**src/rtl/alu_issue_ctrl.sv**
```systemverilog
// alu_issue_ctrl: issue sequencer for the 8-bit ALU, owns result register and CCR {C,Z,N,V}
// Ports: clk/rst; issue port iss_valid/iss_ready/iss_op/iss_ra/iss_a/iss_b/iss_rd;
// registered ALU drive alu_a/alu_b/alu_op/alu_ra with result inputs alu_out/alu_c/z/n/v;
// writeback port wb_valid/wb_ready/wb_data/wb_rd/wb_err; flag register ccr.
// Optional build macro ALU_CCR_LOAD_EN adds ccr_ld/ccr_din for direct CCR restore.
module alu_issue_ctrl #(
  parameter int Width = 8
) (
  input  logic             clk,
  input  logic             rst,
`ifdef ALU_CCR_LOAD_EN
  input  logic             ccr_ld,
  input  logic [3:0]       ccr_din,
`endif
  input  logic             iss_valid,
  output logic             iss_ready,
  input  logic [3:0]       iss_op,
  input  logic [1:0]       iss_ra,
  input  logic [Width-1:0] iss_a,
  input  logic [Width-1:0] iss_b,
  input  logic [1:0]       iss_rd,
  output logic [Width-1:0] alu_a,
  output logic [Width-1:0] alu_b,
  output logic [3:0]       alu_op,
  output logic [1:0]       alu_ra,
  input  logic [Width-1:0] alu_out,
  input  logic             alu_c,
  input  logic             alu_z,
  input  logic             alu_n,
  input  logic             alu_v,
  output logic             wb_valid,
  input  logic             wb_ready,
  output logic [Width-1:0] wb_data,
  output logic [1:0]       wb_rd,
  output logic             wb_err,
  output logic [3:0]       ccr
);
  typedef enum logic [1:0] {IDLE, EXEC, WB} state_t;
  state_t state, state_nxt;
  logic [1:0] rd_q;
  logic full, zn, nowb, legal;
  logic [3:0] ccr_nxt;
  assign iss_ready = state == IDLE;
  assign wb_valid  = state == WB;
  // full: all four flags from the ALU; zn: NOT/NEG keep C,V; nowb: CLRC/SETC set C from ra[0]
  always_comb begin
    full      = (alu_op inside {4'h2, 4'h3, 4'h4, 4'h5}) || (alu_op == 4'h6 && !alu_ra[1]) || (alu_op == 4'h8 && alu_ra[1]);
    zn        = alu_op == 4'h8 && !alu_ra[1];
    nowb      = alu_op == 4'h6 && alu_ra[1];
    legal     = full || zn || nowb;
    ccr_nxt   = state != EXEC ? ccr :
                full ? {alu_c, alu_z, alu_n, alu_v} :
                zn   ? {ccr[3], alu_z, alu_n, ccr[0]} :
                nowb ? {alu_ra[0], ccr[2:0]} : ccr;
`ifdef ALU_CCR_LOAD_EN
    ccr_nxt   = ccr_ld ? ccr_din : ccr_nxt;
`endif
    state_nxt = state == IDLE ? (iss_valid ? EXEC : IDLE) :
                state == EXEC ? (nowb ? IDLE : WB) :
                (wb_ready ? IDLE : WB);
  end
  always_ff @(posedge clk)
    state <= rst ? IDLE : state_nxt;
  always_ff @(posedge clk) begin
    if (rst) begin
      alu_a   <= '0;
      alu_b   <= '0;
      alu_op  <= '0;
      alu_ra  <= '0;
      rd_q    <= '0;
      wb_data <= '0;
      wb_rd   <= '0;
      wb_err  <= 1'b0;
      ccr     <= '0;
    end else begin
      if (iss_valid && iss_ready) begin
        alu_a  <= iss_a;
        alu_b  <= iss_b;
        alu_op <= iss_op;
        alu_ra <= iss_ra;
        rd_q   <= iss_rd;
      end
      if (state == EXEC) begin
        wb_data <= legal ? alu_out : '0;
        wb_rd   <= rd_q;
        wb_err  <= !legal;
      end
      ccr <= ccr_nxt;
    end
  end
endmodule

```
**config.mk**
```make
export PLATFORM = sky130hd
export DESIGN_NAME = alu_issue_ctrl
export DESIGN_NICKNAME = d
export VERILOG_FILES = /design/src/rtl/alu_issue_ctrl.sv
export SDC_FILE = /design/constraint.sdc
export NUM_CORES = 1
export LEC_CHECK = 0
export CAP_MARGIN = 0
export CORE_AREA = 2 2 58 60
export CTS_CLUSTER_SIZE = 40
export DETAILED_ROUTE_END_ITERATION = 16
export DIE_AREA = 0 0 60 62
export DONT_BUFFER_PORTS = 1
export PLACE_DENSITY = 0.7
export SYNTH_ARGS = -nofsm -noshare
export SYNTH_HDL_FRONTEND = slang
export SYNTH_SLANG_ARGS = --single-unit
```
**constraint.sdc**
```tcl
create_clock -name clk -period 1.5 [get_ports clk]
set_input_delay 0.3 -clock clk [delete_from_list [all_inputs] [get_ports clk]]
set_output_delay 0.3 -clock clk [all_outputs]
set_load 0.05 [all_outputs]
```
==> results.cfg <==
[synth]
synth_area_mm2 = 0.00162
synth-simple-area-share_pct = 23.2
synth_top_family_by_area = simple AND/OR/NAND/NOR gates
ys_seq_elements = 41
synth_compound_area_share_pct = 19.8
yosysWarningCount = 0
synth.avg_cell_area_um2 = 8.22
post_synth_num_cell_types = 29
synth_cells = 197
synth_area_leaders = dfxtp_1, nand2_1, a21oi_1, o211ai_1, nand2b_1
ys_seq_area_share_pct = 50.7
synth-xor-area-share_pct = 0.541
synth_mux_area_share_pct = 2.55
synth_top_area_cell = dfxtp_1
synth-adder-area-share_pct = 0
netlist.area_leader.share_pct = 50.7
synth_fp_nets = 237

[cells_and_area]
areaGrowthSynthToFinish_pct = 19.2
layout-drive-gt1-share_pct = 20.9
final.fill_count = 283
seqCellArea_um2 = 836
multi_input_area_um2 = 811
nets = 250

[cts]
root_buffer = clkbuf_4
clock_sinks = 41
cts.clk_slew.worst_paths_ps = 110
clk_latency_ps = 350
htree_levels = 2
numCtsBuffers = 5
cts_tree = built
cts.path.max_buffers = 2

[power]
irDropWorstVdd_mv = 0.695
leakage_nw = 0.685
powerDensity_mw_per_mm2 = 1150

[setup_path]
crit_path_start_kind = register
worstPathMaxFanout = 4
cp-end-kind = register
path_class = reg -> reg
arrival_ps = 1800
crit_required_ps = 1770

[global_routing]
grt_overflow = 0
antenna_found_initial = 1
grt_max_degree = 45
grt_usage_pct = 21.5
grt_pass1_vias = 1370
grt_pass1_wl_um = 5830

[place]
io_buffers = 0
finalWeightedCongestion = 0.815
place_hpwl_um = 2810

[sta]
period_needed_ps = 1530
tightest_slew_ps = 521
rsz0062_at_grt = true
final-max-slew-violation-count = 0
tns_ps = -26.3
skew_ps = 9.75
maxSlewHeadroom_pct = 65.2
setup_ws_ps = -26.3
hold_viol_final = 0
timing.final.crit_share_pct = 102
fmax_ghz = 0.655
setup_viol = 1
timing.hold.ws_ps = 66.4

[die]
die_w_um = 60
die_h_um = 62
start_util_pct = 51.0
rows = 21
core_mm2 = 0.00318
io_pins = 79
die_area_mm2 = 0.00372

[detailed_routing]
via_count = 1384
dr.pass1.iters = 4
ant_nets = 0
via_per_inst = 5.36
drc = 0
routed_wirelength_um = 3910
post_drt_wl_per_cell_um = 15.2
drt_iter0_markers = 60

[outcome]
violations = setup timing
status = complete, but fails checks

[worst_hold_path]
hold_class = in -> reg

[job]
maxCapViolCount = 0
## layout make-up
cell class                 count  area share, %
sequential                    41           43.3
clock buffer                   8           2.53
multi-input combinational    143           42.0
tap                           46           2.98
antenna                        1          0.130
timing repair buffer          19           9.07
## cells in the mapped netlist (all sizes together)
cell type / number
nand4bb: 1
o31ai: 1
a21oi: 38
mux2i: 3
or3: 1
or2: 2
and2: 1
a21bo: 1
o211ai: 8
nor2: 4
a311oi: 1
o21a: 1
or4b: 1
xnor2: 1
nand3: 1
a211oi: 2
buf: 4
a21o: 1
nor2b: 2
clkbuf: 9
mux2: 1
nand2b: 7
dfxtp: 41
or3b: 1
or2b: 1
nand2: 63
## critical path, stage by stage, from the launching register on
cell	delay, ps
dfxtp_4	370
or4b_4	540
o21a_4	160
a21bo_1	190
a311oi_2	180
## power breakdown
part           internal [mW]  switching, mW  total, mW
Sequential              1.15          0.185       1.33
Clock                  0.187          0.329      0.516
Combinational          0.140          0.223      0.364
Total                   1.47          0.738       2.21
## sequential cells by signal, summed over array words and instances (netlist names)
name     flops
alu_op       4
wb_rd        2
alu_a        8
wb_data      8
wb_err       1
rd_q         2
alu_b        8
ccr          4
alu_ra       2
state        2
## layout by cell type, fill, tap and decap left out, types with 2 or more instances in the layout
cell      instances
a21oi_1          35
a21oi_4           2
buf_12            2
buf_4            16
clkbuf_1          3
clkbuf_4          5
dfxtp_1          35
dfxtp_2           3
dfxtp_4           3
mux2i_1           3
nand2_1          63
nand2b_1          7
nor2_1            3
nor2b_1           2
o211ai_1          8
## metrics by stage
step	power (mW)	setup WS [ps]	instances	util [%]	cell area (um^2)
floorplan	1.58	14.9	197	-	1640
global placement	1.65	59.2	246	56.0	1780
detailed placement	1.67	-39.6	246	56.0	1780
CTS	2.19	-16.3	256	58.6	1860
global route	2.33	-41.3	258	60.7	1930
finish	2.21	-26.3	258	60.7	1930
## logic make-up (layout without fill, tap and decap cells)
family,count (synthesis),count (layout)
muxes,4,4
and+or+nand+nor,85,85
other,0,1
AOI/OAI and AO/OA,53,53
xor gates and xnor gates,1,1
buffers and inverters,13,27
DFF,41,41
## layer usage
layer,GRT usage [%],part of all wire [%],up-vias
li1,-,-,690
met1,21.0,40,637
met2,37.1,50,50
met3,9.73,8.5,7
met4,13.7,1.7,0
met5,0,0,-
## what timing repair did
| action | 4_1_cts | 5_1_grt |
|---|---|---|
| endpoints found under the hold margin | 23 | 38 |
| resized for setup | 5 | 7 |
| gates cloned | 0 | 0 |
| setup endpoints to repair | 4 | 4 |
| pin swaps | 1 | 1 |
| buffers inserted | 2 | 0 |
## path summary, 6_finish.rpt
| path | from | end | slack, ps | depth (start not counted) |
|---|---|---|---|---|
| worst max-delay path | alu_ra[1]$_SDFFE_PP0P_ | ccr[3]$_SDFFE_PP0P_ | -30 | 4 |
| worst min register to register | rd_q[1]$_SDFFE_PP0P_ | wb_rd[1]$_SDFFE_PP0P_ | 460 | 2 |
| worst max register to register | alu_ra[1]$_SDFFE_PP0P_ | ccr[3]$_SDFFE_PP0P_ | -30 | 4 |
| worst min-delay path | iss_op[2] | alu_op[2]$_SDFFE_PP0P_ | 70 | 2 |
No activity file was read; power rests on OpenSTA's default activity.
